==> src/rtl/sync_fifo_v2.sv <==
// sync_fifo_v2: single-clock FIFO with valid/ready write, FWFT or registered read,
// programmable almost-full/almost-empty thresholds, occupancy, sticky ovf/udf.
// Optional high-water mark register enabled by defining SYNC_FIFO_PEAK_EN.
module sync_fifo_v2 #(
    parameter int DATA_W = 32,
    parameter int DEPTH  = 16,
    parameter int FWFT   = 0,
    localparam int CW    = $clog2(DEPTH) + 1
) (
    input  logic              clk,
    input  logic              rstn,
    input  logic              wr_valid,
    input  logic [DATA_W-1:0] wr_data,
    output logic              wr_ready,
    input  logic              rd_en,
    output logic [DATA_W-1:0] rd_data,
    output logic              rd_dvalid,
    output logic              empty,
    output logic              full,
    output logic [CW-1:0]     count,
    input  logic [CW-1:0]     cfg_afull_th,
    input  logic [CW-1:0]     cfg_aempty_th,
    output logic              alm_full,
    output logic              alm_empty,
    input  logic              clr_err,
    output logic              ovf,
    output logic              udf,
    output logic [CW-1:0]     peak
);
    localparam int AW = $clog2(DEPTH);

    logic [DATA_W-1:0] mem [DEPTH];
    logic [AW-1:0]     wr_ptr;
    logic [AW-1:0]     rd_ptr;
    logic              wr_acc;
    logic              rd_acc;

    assign empty     = count == '0;
    assign full      = count == CW'(DEPTH);
    assign wr_ready  = !full;
    assign wr_acc    = wr_valid & wr_ready;
    assign rd_acc    = rd_en & !empty;
    assign alm_full  = count >= cfg_afull_th;
    assign alm_empty = count <= cfg_aempty_th;

    // storage is deliberately left unreset; only pointers define validity
    always_ff @(posedge clk) begin
        if (wr_acc) mem[wr_ptr] <= wr_data;
    end

    // pointers wrap at DEPTH-1 so non-power-of-two depths work; count tracks occupancy
    always_ff @(posedge clk) begin
        if (!rstn) begin
            wr_ptr <= '0;
            rd_ptr <= '0;
            count  <= '0;
        end else begin
            if (wr_acc) wr_ptr <= (wr_ptr == AW'(DEPTH - 1)) ? '0 : wr_ptr + 1'b1;
            if (rd_acc) rd_ptr <= (rd_ptr == AW'(DEPTH - 1)) ? '0 : rd_ptr + 1'b1;
            count <= count + CW'(wr_acc) - CW'(rd_acc);
        end
    end

    // sticky error flags; a new error in the same cycle as clr_err keeps the flag set
    always_ff @(posedge clk) begin
        if (!rstn) begin
            ovf <= 1'b0;
            udf <= 1'b0;
        end else begin
            ovf <= (wr_valid & !wr_ready) | (ovf & !clr_err);
            udf <= (rd_en & empty) | (udf & !clr_err);
        end
    end

    if (FWFT != 0) begin : g_fwft
        assign rd_data   = mem[rd_ptr];
        assign rd_dvalid = !empty;
    end else begin : g_reg
        // registered read: data captured on pop, valid pulses for one cycle
        always_ff @(posedge clk) begin
            if (!rstn) begin
                rd_data   <= '0;
                rd_dvalid <= 1'b0;
            end else begin
                rd_dvalid <= rd_acc;
                if (rd_acc) rd_data <= mem[rd_ptr];
            end
        end
    end

`ifdef SYNC_FIFO_PEAK_EN
    // high-water mark follows count one cycle late; clr_err rebases it to current occupancy
    always_ff @(posedge clk) begin
        if (!rstn) peak <= '0;
        else if (clr_err) peak <= count;
        else if (count > peak) peak <= count;
    end
`else
    assign peak = '0;
`endif
endmodule

==> config.mk <==
export PLATFORM = sky130hd
export DESIGN_NAME = sync_fifo_v2
export DESIGN_NICKNAME = d
export VERILOG_FILES = /design/src/rtl/sync_fifo_v2.sv
export SDC_FILE = /design/constraint.sdc
export NUM_CORES = 1
export LEC_CHECK = 0
export ABC_AREA = 1
export BUFFER_PORTS_ARGS = -buffer_cell sky130_fd_sc_hd__buf_2
export CORE_MARGIN = 4
export CORE_UTILIZATION = 28
export DETAILED_ROUTE_END_ITERATION = 7
export HOLD_SLACK_MARGIN = 0.06
export PLACE_DENSITY = 0.42
export SLEW_MARGIN = 20
export SYNTH_ARGS = -nofsm -noshare
export SYNTH_HDL_FRONTEND = slang
export SYNTH_SLANG_ARGS = --single-unit
export TNS_END_PERCENT = 50
==> constraint.sdc <==
create_clock -name clk -period 3.05 [get_ports clk]
set_input_delay 0.305 -clock clk [delete_from_list [all_inputs] [get_ports clk]]
set_output_delay 0.305 -clock clk [all_outputs]
set_load 0.01 [all_outputs]
* After elaboration in Yosys (flattened, before gate mapping)
Memories as Yosys holds them, arrays and structs flattened. A register that Yosys moved wholly into a read port is not among the register bits. Index checks and enable logic that the tools add are counted.
Cells by class: add/sub/neg operators 4, magnitude comparators 2, eq/ne operators 3, multiplexer cells 4, bitwise operators 8, reduce and logical (&&, ||, !) cells 5
Operators by type and width (count):
- 4-bit by 1-bit adder with 4-bit output, second input constant | 2
- 4-bit equality test, second input constant | 2
- 4-bit two-way mux | 2
- 1-bit AND | 6
- 5-bit by 1-bit adder with 5-bit output | 1
- 5-bit equality test, second input constant | 1
- 5-bit greater-or-equal comparator | 1
- 5-bit less-or-equal comparator | 1
- 5-bit zero test | 1
- 5-bit by 1-bit subtractor with 5-bit output | 1
- 1-bit zero test | 4
- 1-bit two-way mux | 2
- 1-bit bitwise OR | 2
Storage, ports and cells: register bits 16, bits in writable memories 512, bits of input ports 47, output and inout port bits 50, word-level logic and storage cells 33, memories 1
Memories:
- mem | words 16, width 32, read ports 1, clocked after Yosys merged registers in 1, write ports 1, RTL line 32 | logic [DATA_W-1:0] mem [DEPTH];

* Depth between registers and ports, before layout
Gate-level depths: netlist of run 1.
depth in word-level cells 5, depth in mapped cells 14

* Worst setup path before layout of run 1
Ideal clock, no wire load.
path kind register to register, start point register count[2], end point memory mem[11][0] (enable), library setup time 421 ps, data arrival time 2658 ps, slack -29 ps, cell stages (with the launch flop) 8, path buffers 0, clock period less this slack 3079 ps, cells stage by stage dfxtp_1 > inv_1 > ha_1 > nand4_1 > nand2_1 > inv_1 > nand2_1 > nor2_1
On the way: cells in the longest elaborated chain, start to end 5
Ends and longest elaborated chain:
- start: declaration | RTL line 20 | output logic [CW-1:0] count,
- start signal: assignment | RTL line 60 | count <= count + CW'(wr_acc) - CW'(rd_acc);
- 5-bit equality test | RTL line 39 | assign full = count == CW'(DEPTH);
- 1-bit zero test | RTL line 40 | assign wr_ready = !full;
- via wr_ready | RTL line 14 | output logic wr_ready,
- 1-bit AND | RTL line 41 | assign wr_acc = wr_valid & wr_ready;
- 1-bit two-way mux | RTL line 48 | if (wr_acc) mem[wr_ptr] <= wr_data;
- 1-bit two-way mux (not written as such) | RTL line 48
- end: declaration | RTL line 32
The timed path passes the listed nets, and every way through them passes these cells.

* Final worst setup path of run 1
start point register count[2], end point register count[4]
On the way: cells in the longest elaborated chain, start to end 5
Ends and longest elaborated chain (RTL line):
- 5-bit equality test | 39
- 1-bit zero test | 40
- 1-bit AND | 41
- 5-bit by 1-bit adder with 5-bit output | 60
- 5-bit by 1-bit subtractor with 5-bit output * | 60
Every way passes the cells marked *; elsewhere a longest branch is shown, timed or not. A chain may end at the register's enable or synchronous reset.

==> results of run 1 <==
-- synth_stat cells --
library cell | instances | area share
o21bai_1 | 1 | 0.00031
dfxtp_1 | 48 | 0.040
edfxtp_1 | 512 | 0.64
nand3_1 | 359 | 0.075
inv_2 | 2 | 0.00031
conb_1 | 1 | 0.00016
buf_8 | 1 | 0.00062
fa_1 | 1 | 0.00083
nand4_1 | 2 | 0.00052
inv_4 | 1 | 0.00026
nor2_1 | 87 | 0.014
nand2_1 | 827 | 0.13
ha_1 | 21 | 0.011
buf_4 | 25 | 0.0078
nor3_1 | 3 | 0.00062
o22ai_1 | 1 | 0.00026
buf_6 | 24 | 0.011
buf_2 | 46 | 0.0096
buf_1 | 10 | 0.0016
a21oi_1 | 14 | 0.0029
clkbuf_1 | 17 | 0.0026
inv_1 | 325 | 0.051
xor2_1 | 3 | 0.0011
o31ai_1 | 1 | 0.00031
o21ai_0 | 8 | 0.0017
nor3b_1 | 1 | 0.00031
-- timing repair --
item                                   in CTS  in global routing
endpoints found under the hold margin      37                  0
buffers inserted                            0                  0
hold buffers                                8                  0
-- through the flow --
stage / instance area (um^2) / power [mW] / setup WS (ns) / setup TNS [ns] / instances
finish: 28100 / 21.1 / 0.323 / 0 / 3638
global route: 28100 / 22.3 / 0.0903 / 0 / 3637
CTS: 28100 / 21.5 / 0.329 / 0 / 3636
detailed placement: 25900 / 13.8 / 0.344 / 0 / 3508
global placement: 25900 / 13.8 / 0.285 / 0 / 3508
floorplan: 24100 / 12.4 / -0.0287 / -8.97 / 2345
-- where the power goes --
group	internal, mW	switching [mW]	leakage, nW
combinational	1.41	3.14	5.68
sequential	8.79	0.188	5.02
clock	4.42	3.16	1.02
total	14.6	6.48	11.7
-- registers in the layout, summed over array words and instances, names as in the netlist --
register and cells:
wr_ptr 4, rd_data 32, rd_dvalid 1, udf 1, count 5, mem 512, rd_ptr 4, ovf 1
-- critical path, delay by kind of cell, from the launching register on --
kind / cells / cell delay [ns]
AO/OA/AOI/OAI: 3 / 0.58
adder cells (fa/ha/maj): 4 / 1.05
buffers and inverters: 4 / 0.33
flip-flops: 1 / 0.35
AND/OR/NAND/NOR: 2 / 0.34
-- layout by cell type, fill, tap and decap left out, types with 5 or more instances in the layout --
| cell type | count |
|---|---|
| clkinv_2 | 18 |
| nor2_4 | 15 |
| conb_1 | 5 |
| nor2_1 | 72 |
| clkbuf_1 | 13 |
| inv_1 | 320 |
| clkinv_1 | 11 |
| nand2_1 | 827 |
| o21ai_0 | 8 |
| ha_1 | 21 |
| clkbuf_16 | 69 |
| buf_12 | 16 |
| nand3_1 | 359 |
| buf_2 | 91 |
| a21oi_1 | 14 |
| dfxtp_1 | 44 |
| inv_2 | 5 |
| buf_4 | 35 |
| edfxtp_1 | 512 |
| dlygate4sd3_1 | 8 |
-- worst max-delay path by stage --
stage                         from                   end  slack [ns]
2_1_floorplan  count[2]$_SDFF_PN0_  mem[11][0]$_DFFE_PP_       -0.03
3_3_place_gp   count[2]$_SDFF_PN0_   count[4]$_SDFF_PN0_        0.28
3_5_place_dp   count[2]$_SDFF_PN0_   count[4]$_SDFF_PN0_        0.34
4_1_cts        count[2]$_SDFF_PN0_   count[4]$_SDFF_PN0_        0.33
5_1_grt        count[3]$_SDFF_PN0_   count[4]$_SDFF_PN0_        0.09
6_report       count[2]$_SDFF_PN0_   count[4]$_SDFF_PN0_        0.32
-- routing by layer --
| metal | up-vias | wire, um | global-route usage |
|---|---|---|---|
| met5 | - | 13 | 0 |
| met4 | 2 | 1140 | 0.0387 |
| met3 | 78 | 2910 | 0.0245 |
| met2 | 290 | 31500 | 0.244 |
| met1 | 7699 | 29100 | 0.187 |
| li1 | 7784 | - | - |
-- cell type report --
| cell class | count | area (um^2) | share of cell area |
|---|---|---|---|
| inverters | 328 | 1240 | 0.0443 |
| well taps | 1144 | 1430 | 0.0510 |
| multi-input cells | 1334 | 5830 | 0.208 |
| clock inverters | 38 | 302 | 0.0107 |
| diodes | 2 | 5.00 | 0.000178 |
| flip-flops and latches | 560 | 16300 | 0.583 |
| clock buffers | 82 | 1780 | 0.0633 |
| repair buffers | 150 | 1120 | 0.0399 |
-- kinds of logic after synthesis --
family	after synthesis
xor gates and xnor gates	3
other	1
DFF	560
buffers and inverters	451
AOI/OAI and AO/OA	25
adders and majority gates	22
and+or+nand+nor	1279
==> results.md, run 1 <==
- Biggest fanout along the worst timing path: 6
- 1st-pass router iterations: 5
- DRC: 0
- CP arrival: roughly 3.2 ns
- Antenna Nets Post-Route: 0
- Initial Util: 0.282
- Critical setup path kind: reg -> reg
- Htree depth: 3
- Setup Viol. Count Final: 0
- Chip width: about 300 um
- Nature of the critical path endpoint: register
- Initial antenna violation count: 3
- Pwr/cell area: 752 nW/um^2
- FMAX: around 370 MHz
- Largest net degree at the start of global routing: roughly 140
- CP Launch Type: register
- Post-Synth Adder-Cell Area: 0.0117
- Total gr overflow: 0
- First-pass GRT wire length: slightly below 100,000 um
- Max-cap viol count: 0
- TritonCTS Sinks: 560
- Synthesized cell area: roughly 24,000 um^2
- CTS tree: done
- Post-Synth Simple-Gate Area: 0.219
- Post-cts resize count: 0
- Yosys warns: 0
- I/O pin count: a little under 100
- Hold Path Stages: 1
- Normalized max-slew margin: 0.330
- Total Routing Usage GR: 0.143
- Worst Path Required: 3.57 ns
- DR vias: ~16,000
- Slowest stage delay, CP: between 0.4 and 0.5 ns
- Min-delay src: wr_data[23]
- Skew final: roughly 0.017 ns
- Drt initial violations: ~1,100
- Origin of the critical flop-to-flop path: count[2]$_SDFF_PN0_
- IO Port Bufs: 91
- Nets: around 2,500
- TritonCTS Buffers: between 60 and 70
- Largest family of logic cells by synthesized area: simple AND/OR/NAND/NOR gates
- Period utilisation layout: 0.894
- Status: completed
- Synth Register Bits: 560
- Layout area overhead: 16.5%
- RSZ-0062 raised after global routing: no
- Hold worst-path end: mem[2][23]$_DFFE_PP_
- Hold slack: between 0.1 and 0.15 ns
- Post-Route Utilization: 0.329
- Synth Instances: around 2,300
- RePlAce Congestion: between 0.7 and 0.8
- Routed WL: ~65,000 um
- Row count: between 100 and 150
- Vias in the first global route: roughly 16,000
- Reg-to-reg setup timing slack: roughly 0.32 ns
- FF-to-FF path depth: 13
- Sequential area share after synthesis: 0.678
- Dpl hpwl: 35,400 um
- Crit-path cells: inv_1, ha_1, nand4_1, nand2_1, clkinv_2, ha_1, inv_1, ha_1, inv_1, fa_1, o31ai_1, o21ai_0, a21oi_1
- Complex-gate fraction of the synthesized area: 0.00546
- FILL cells: roughly 8,600
- Clk buf depth: 3
- Chip Height: 301 um
- Routed wire per std cell: approximately 18 um
- Synth Area in XOR/XNOR: 0.00109
- Tmin final: approximately 2.7 ns
- Final Hold Fails: 0
- Slew @ Worst Pin: between 1 and 1.5 ns
- Die area: approximately 91,000 um^2
- Via density: roughly 4.4
- Hold Crit Class: in -> reg
- Crit Reg-Reg Endpoint: count[4]$_SDFF_PN0_
- Share of layout cells above drive strength 1: 0.106
- Worst-skew pair later-pin latency: 0.60 ns
- Root Driver: clkbuf_16
- Peak VDD IR: 0.392 mV
- Reg clk slew, reported paths: ~0.060 ns
- Synthesized area per cell: about 10 um^2
- Distinct cells, synth: 26
- Mux cell area share after synthesis: 0
- Crit-path slowest cell: fa_1
- Core area: 85,300 um^2
- Slew Limit Fails: 0
- Leakage power: 11.7 nW
No activity file was read; power rests on OpenSTA's default activity.
==> run 2, diff against run 1 <==
--- a/config.mk
+++ b/config.mk
@@ -5,7 +5,6 @@
 export SDC_FILE = /design/constraint.sdc
 export NUM_CORES = 1
 export LEC_CHECK = 0
-export ABC_AREA = 1
 export BUFFER_PORTS_ARGS = -buffer_cell sky130_fd_sc_hd__buf_2
 export CORE_MARGIN = 4
 export CORE_UTILIZATION = 28
==> constraint.sdc (replaced) <==
create_clock -name clk -period 3.05 [get_ports clk]
set_input_delay 0.305 -clock clk [delete_from_list [all_inputs] [get_ports clk]]
set_output_delay 0.305 -clock clk [all_outputs]
set_load 0.005 [all_outputs]
==> results.md, run 2 <==
- Worst Path Required: 3.56 ns (about the same)
- Period utilisation layout: 0.906 (+0.0121)
- Synth Register Bits: 560 (unchanged)
- Sequential area share after synthesis: 0.765 (+0.0865)
- Slowest stage delay, CP: 0.41 ns (-0.03 ns)
- Dpl hpwl: 28,400 um (-20%)
- Crit-path slowest cell: dfxtp_1
- Layout area overhead: 21.3%
- Total gr overflow: 0 (unchanged)
- Skew final: 0.0234 ns (+0.00651 ns)
- Hold Crit Class: in -> reg
- I/O pin count: 97 (unchanged)
- Crit-path leading delay family: adder cells
- Most used cell, CP: inv_1
- Most common cell in the netlist: edfxtp_1
- Synth Instances: 1,013 (-57%)
- Commonest non-fill, non-tap cell in the layout: edfxtp_1
- Vias in the first global route: 11,100 (-29%)
- RePlAce Congestion: 0.688 (-11%)
- Distinct cells, synth: 45 (+73%)
- Antenna Nets Post-Route: 0 (unchanged)
- Primary FF master, synth: edfxtp_1
- Slew Limit Fails: 0 (unchanged)
- FMAX: 362 MHz (-1.3%)
- Die area: 80,800 um^2 (-11%)
- DRC: 0 (unchanged)
- Row count: 101 (-5.6%)
- Leakage power: 8.26 nW (-30%)
- Synthesized cell area: 21,400 um^2 (-11%)
- Setup Viol. Count Final: 0 (unchanged)
- Max FFs per register: 512 (unchanged)
- Synth area leaders: edfxtp_1 72%, mux4_2 13%, dfxtp_1 4.5%, a22oi_2 1.8%, ha_1 1.2%
- Nets: 1,254 (-50%)
- Initial Util: 0.282 (-0.000702)
- Placement Cell Area: 23,600 um^2 (-8.9%)
- Status: completed
- DR vias: 10,200 (-35%)
- Post-CTS Setup Bufs: 0 (unchanged)
- 1st-pass router iterations: 4 (-1)
- TritonCTS Sinks: 560 (unchanged)
- Final Hold Fails: 0 (unchanged)
- GR Util met1: 0.179 (-0.00877)
- Slew @ Worst Pin: 0.605 ns (-0.399 ns)
- CP arrival: 3.27 ns (+0.03 ns)
- TritonCTS Buffers: 60 (-9.1%)
- Setup_tns: 0 ns (unchanged)
- Crit-path cells: inv_1, ha_1, nand4_1, inv_2, nor2b_1, inv_1, ha_1, inv_1, ha_1, inv_1, fa_1, inv_1, a21oi_1, nor2_1, or3_1, and3_1
- Tmin final: 2.76 ns (+0.0368 ns)
- Routed WL: 53,100 um (-18%)
- Yosys warns: 0 (unchanged)
- Initial antenna violation count: 3 (unchanged)
- Total Routing Usage GR: 0.131 (-0.0117)
- Post-cts resize count: 0 (unchanged)
- Clk buf depth: 3 (unchanged)
- FILL cells: 7,100 (-18%)
- Top post-synthesis cells by count: 512 x edfxtp_1, 128 x mux4_2, 48 x dfxtp_1
- Pwr/cell area: 752 nW/um^2 (about the same)
- Critical setup path kind: reg -> reg
- Peak VDD IR: 0.427 mV (+8.8%)
- Normalized max-slew margin: 0.596 (+0.266)
- Biggest fanout along the worst timing path: 5 (-1)
- Post-Route Utilization: 0.342 (+0.0125)
- Core area: 75,800 um^2 (-11%)
- Synthesized area per cell: 21.1 um^2 (+100%)
- Final setup slack of the worst path: 0.286 ns (-0.0368 ns)
- Htree depth: 2 (-1)
- IO Port Bufs: 91 (unchanged)
- Largest net degree at the start of global routing: 43 (-70%)
- Chip Height: 284 um (-5.7%)
- Routed wire per std cell: 24.0 um (+35%)
- Max-cap viol count: 0 (unchanged)
- Post-place setup slack: 0.283 ns (-0.0602 ns)
- Post-synth top area share: 0.720 (+0.0814)
- Crit path buf inv count: 6 (+2)
- Worst-skew pair later-pin latency: 0.61 ns (about the same)
- Post-Layout Inst Area: 25,900 um^2 (-7.7%)
- Cell taking the most area after synthesis: edfxtp_1
- First-pass GRT wire length: 78,100 um (-20%)
- Share of layout cells above drive strength 1: 0.333 (+0.226)
- Reg clk slew, reported paths: 0.06 ns (about the same)
- CP Launch Type: register
- Post-synth EDFFs: 512 (unchanged)
- CTS tree: done
- Met2 Use GR: 0.221 (-0.0225)
- Drt initial violations: 543 (-49%)
- Root Driver: clkbuf_16
- Hold slack: 0.0959 ns (-0.00997 ns)
- RSZ-0062 raised after global routing: no
- Reg with most FFs: mem
- Via density: 4.64 (+6.4%)
- Chip width: 284 um (-5.7%)
- Largest regs: mem: 512 flops, rd_data: 32 flops, count: 5 flops
- Ys async rst share: 0 (unchanged)
- Nature of the critical path endpoint: register
- Most frequent cells in the layout: 512 x edfxtp_1, 128 x mux4_2, 91 x buf_2
- Top Usage Layer GRT: met2
- Global routing usage on met3: 0.0198 (-0.00474)
run 2: changes by cell type after synthesis, moves of 11 or more:
cell,previous run,this run
mux4_2,0,128
buf_2,46,21
a22oi_2,0,30
buf_4,25,5
buf_6,24,3
nand3_1,359,33
a22oi_1,0,34
nand2_1,827,44
nor2_1,87,16
nor2b_1,0,11
inv_1,325,19
run 2: metrics by stage:
step / power (mW) / instances
2_1_floorplan: 11.1 / 1017
3_3_place_gp: 12.2 / 2072
3_5_place_dp: 12.2 / 2072
4_1_cts: 19.8 / 2210
5_1_grt: 20.4 / 2210
6_report: 19.5 / 2211
run 2: per-layer routing:
layer / part of all wire / vias to the layer above
li1: - / 4525
met3: 0.039 / 69
met2: 0.50 / 197
met5: 0.00024 / -
met4: 0.018 / 2
met1: 0.44 / 5456
run 2: worst paths after layout:
| path | startpoint | end | slack, ns | cells after the start |
|---|---|---|---|---|
| hold / removal | wr_data[15] | mem[5][15]$_DFFE_PP_ | 0.1 | 1 |
| setup / recovery | count[2]$_SDFF_PN0_ | count[4]$_SDFF_PN0_ | 0.29 | 16 |
| hold reg to reg | rd_data[14]$_SDFFE_PN0P_ | rd_data[14]$_SDFFE_PN0P_ | 0.46 | 2 |
| setup reg to reg | count[2]$_SDFF_PN0_ | count[4]$_SDFF_PN0_ | 0.29 | 16 |
run 2: area by class of cell:
cell class / instances / area [um^2] / area share
timing repair buffer: 163 / 1390 / 0.0538
inverter: 21 / 78.8 / 0.00304
clock buffer: 77 / 1640 / 0.0632
antenna: 1 / 2.50 / 0.0000966
clock inverter: 32 / 387 / 0.0149
multi-input combinational: 379 / 4830 / 0.187
tap: 978 / 1220 / 0.0473
sequential: 560 / 16300 / 0.631
run 2: where the power goes:
group / total, mW / switching, mW / internal (mW)
clock network: 7.47 / 2.95 / 4.52
registers: 8.97 / 0.221 / 8.75
logic: 3.02 / 1.52 / 1.51
run 2: what timing repair did:
item                                    in CTS  in global routing
endpoints found under the setup margin       0                  0
endpoints found under the hold margin      350                  0
hold buffers                                29                  0
run 2: kinds of logic after synthesis:
logic type	share of synthesized area
AOI/OAI and AO/OA	0.0356
xor gates and xnor gates	0.00205
adders and majority gates	0.0132
buffers and inverters	0.0169
DFF	0.765
muxes	0.136
other	0.000176
and+or+nand+nor	0.0312
==> run 3, diff against run 2 <==
--- a/config.mk
+++ b/config.mk
@@ -5,11 +5,13 @@
 export SDC_FILE = /design/constraint.sdc
 export NUM_CORES = 1
 export LEC_CHECK = 0
+export ABC_AREA = 1
 export BUFFER_PORTS_ARGS = -buffer_cell sky130_fd_sc_hd__buf_2
 export CORE_MARGIN = 4
 export CORE_UTILIZATION = 28
 export DETAILED_ROUTE_END_ITERATION = 7
 export HOLD_SLACK_MARGIN = 0.06
+export MAX_ROUTING_LAYER = met4
 export PLACE_DENSITY = 0.42
 export SLEW_MARGIN = 20
 export SYNTH_ARGS = -nofsm -noshare
==> results.md, run 3 (synthesis gave the netlist of run 1 again) <==
- Max FFs per register: 512 (unchanged)
- Slowest stage delay, CP: 0.44 ns (+0.03 ns)
- Clk buf depth: 3 (unchanged)
- Initial Util: 0.282 (+0.000702)
- Total gr overflow: 0 (unchanged)
- Via density: 4.36 (-6.0%)
- Dpl hpwl: 35,400 um (+25%)
- CP arrival: 3.25 ns (-0.02 ns)
- Biggest fanout along the worst timing path: 6 (+1)
- Hold slack: 0.0970 ns (+0.00103 ns)
- Most frequent cells in the layout: 827 x nand2_1, 512 x edfxtp_1, 359 x nand3_1
- Initial antenna violation count: 3 (unchanged)
- TritonCTS Buffers: 66 (+10%)
- Status: completed
- Chip width: 301 um (+6.0%)
- Row count: 107 (+5.9%)
- 1st-pass router iterations: 5 (+1)
- TritonCTS Sinks: 560 (unchanged)
- RSZ-0062 raised after global routing: no
- Final Hold Fails: 0 (unchanged)
- I/O pin count: 97 (unchanged)
- Worst-skew pair later-pin latency: 0.61 ns (about the same)
- Setup_tns: 0 ns (unchanged)
- Largest net degree at the start of global routing: 142 (+230%)
- Switching Share: 0.305 (+0.0644)
- Slew Limit Fails: 0 (unchanged)
- Drt initial violations: 935 (+72%)
- Nets: 2,509 (+100%)
- Worst Path Required: 3.57 ns (about the same)
- Normalized max-slew margin: 0.327 (-0.269)
- Reg with most FFs: mem
- Tmin final: 2.73 ns (-0.0343 ns)
- Antenna Nets Post-Route: 0 (unchanged)
- Pwr/cell area: 750 nW/um^2 (-0.27%)
- Setup Viol. Count Final: 0 (unchanged)
- First-pass GRT wire length: 98,200 um (+26%)
- Slew @ Worst Pin: 1.01 ns (+0.405 ns)
- Total Routing Usage GR: 0.147 (+0.0161)
- Post-cts resize count: 0 (unchanged)
- Pint: 14.6 mW (-1.1%)
- Chip Height: 301 um (+6.0%)
- RePlAce Congestion: 0.782 (+14%)
- Die area: 90,800 um^2 (+12%)
- Seq pwr share: 0.427 (-0.034)
- CP Launch Type: register
- Largest regs: mem: 512 flops, rd_data: 32 flops, count: 5 flops
- CTS tree: done
- Critical setup path kind: reg -> reg
- Root Driver: clkbuf_16
- Crit-path slowest cell: fa_1
- Post-CTS Setup Bufs: 0 (unchanged)
- Clock group share of total power: 0.361 (-0.023)
- Routed WL: 64,800 um (+22%)
- Power share of the combinational group: 0.212 (+0.057)
- Nature of the critical path endpoint: register
- FMAX: 366 MHz (+1.3%)
- Skew final: 0.0176 ns (-0.00584 ns)
- Commonest non-fill, non-tap cell in the layout: nand2_1
- Reg clk slew, reported paths: 0.06 ns (about the same)
- Hold buffers post-CTS: 8 (-72%)
- Share of layout cells above drive strength 1: 0.106 (-0.226)
- Vias in the first global route: 15,600 (+41%)
- IO Port Bufs: 91 (unchanged)
- Crit-path cells: inv_1, ha_1, nand4_1, nand2_1, clkinv_2, ha_1, inv_1, ha_1, inv_1, fa_1, o31ai_1, o21ai_0, a21oi_1
- Hold Crit Class: in -> reg
- Htree depth: 3 (+1)
- Leakage power: 11.7 nW (+42%)
- DR vias: 15,900 (+55%)
- Routed wire per std cell: 17.8 um (-26%)
- Net switching power: 6.42 mW (+37%)
- Peak VDD IR: 0.393 mV (-7.9%)
- Core area: 85,300 um^2 (+12%)
- DRC: 0 (unchanged)
- Period utilisation layout: 0.895 (-0.0112)
- Layout area overhead: 16.5%
- Max-cap viol count: 0 (unchanged)
run 3: area by class of cell:
cell class / count / area (um^2)
fill: 8642 / 57200
tap: 1144 / 1430
multi-input combinational: 1334 / 5830
clock buffer: 82 / 1780
clock inverter: 38 / 302
inverter: 328 / 1240
timing repair buffer: 150 / 1120
antenna: 3 / 7.51
sequential: 560 / 16300
run 3: stage by stage:
step                cell area, um^2  total power [mW]  cells  utilization  setup WS, ns
floorplan                     24100              12.3   2345            -        0.0669
global placement              25900              13.7   3508        0.304         0.285
detailed placement            25900              13.7   3508        0.304         0.344
CTS                           28100              21.4   3636        0.329         0.329
global route                  28100              22.3   3639        0.329        0.0898
finish                        28100              21.0   3639        0.329         0.321
run 3: final timing paths:
| kind | from | to | slack [ns] | cells past startpoint |
|---|---|---|---|---|
| max | count[2]$_SDFF_PN0_ | count[4]$_SDFF_PN0_ | 0.32 | 13 |
| min reg2reg | wr_ptr[0]$_SDFFE_PN0P_ | wr_ptr[0]$_SDFFE_PN0P_ | 0.55 | 2 |
| min | wr_data[23] | mem[2][23]$_DFFE_PP_ | 0.1 | 1 |
| max reg2reg | count[2]$_SDFF_PN0_ | count[4]$_SDFF_PN0_ | 0.32 | 13 |
run 3: worst max-delay path, delay by kind of cell (launching register included):
family	cells	cell delay (ns)
AOI/OAI and AO/OA	3	0.58
adders and majority gates	4	1.05
buffers and inverters	4	0.33
DFF	1	0.35
and+or+nand+nor	2	0.35
run 3: power groups by stage:
| stage | clock, mW | sequential (mW) | combinational, mW |
|---|---|---|---|
| 2_1_floorplan | 0 | 9.11 | 3.16 |
| 3_5_place_dp | 0 | 9.14 | 4.55 |
| 5_1_grt | 8.14 | 9.01 | 5.12 |
| 6_report | 7.59 | 8.97 | 4.47 |
| 4_1_cts | 7.82 | 8.98 | 4.59 |
| 3_3_place_gp | 0 | 9.13 | 4.54 |
run 3: routing by layer:
layer  vias to the layer above  GRT usage  wire length (um)
met5                         -          -                 0
met4                         0     0.0363              1020
met3                        73     0.0267              2960
met2                       294      0.244             31600
met1                      7708      0.187             29200
li1                       7789          -                 -
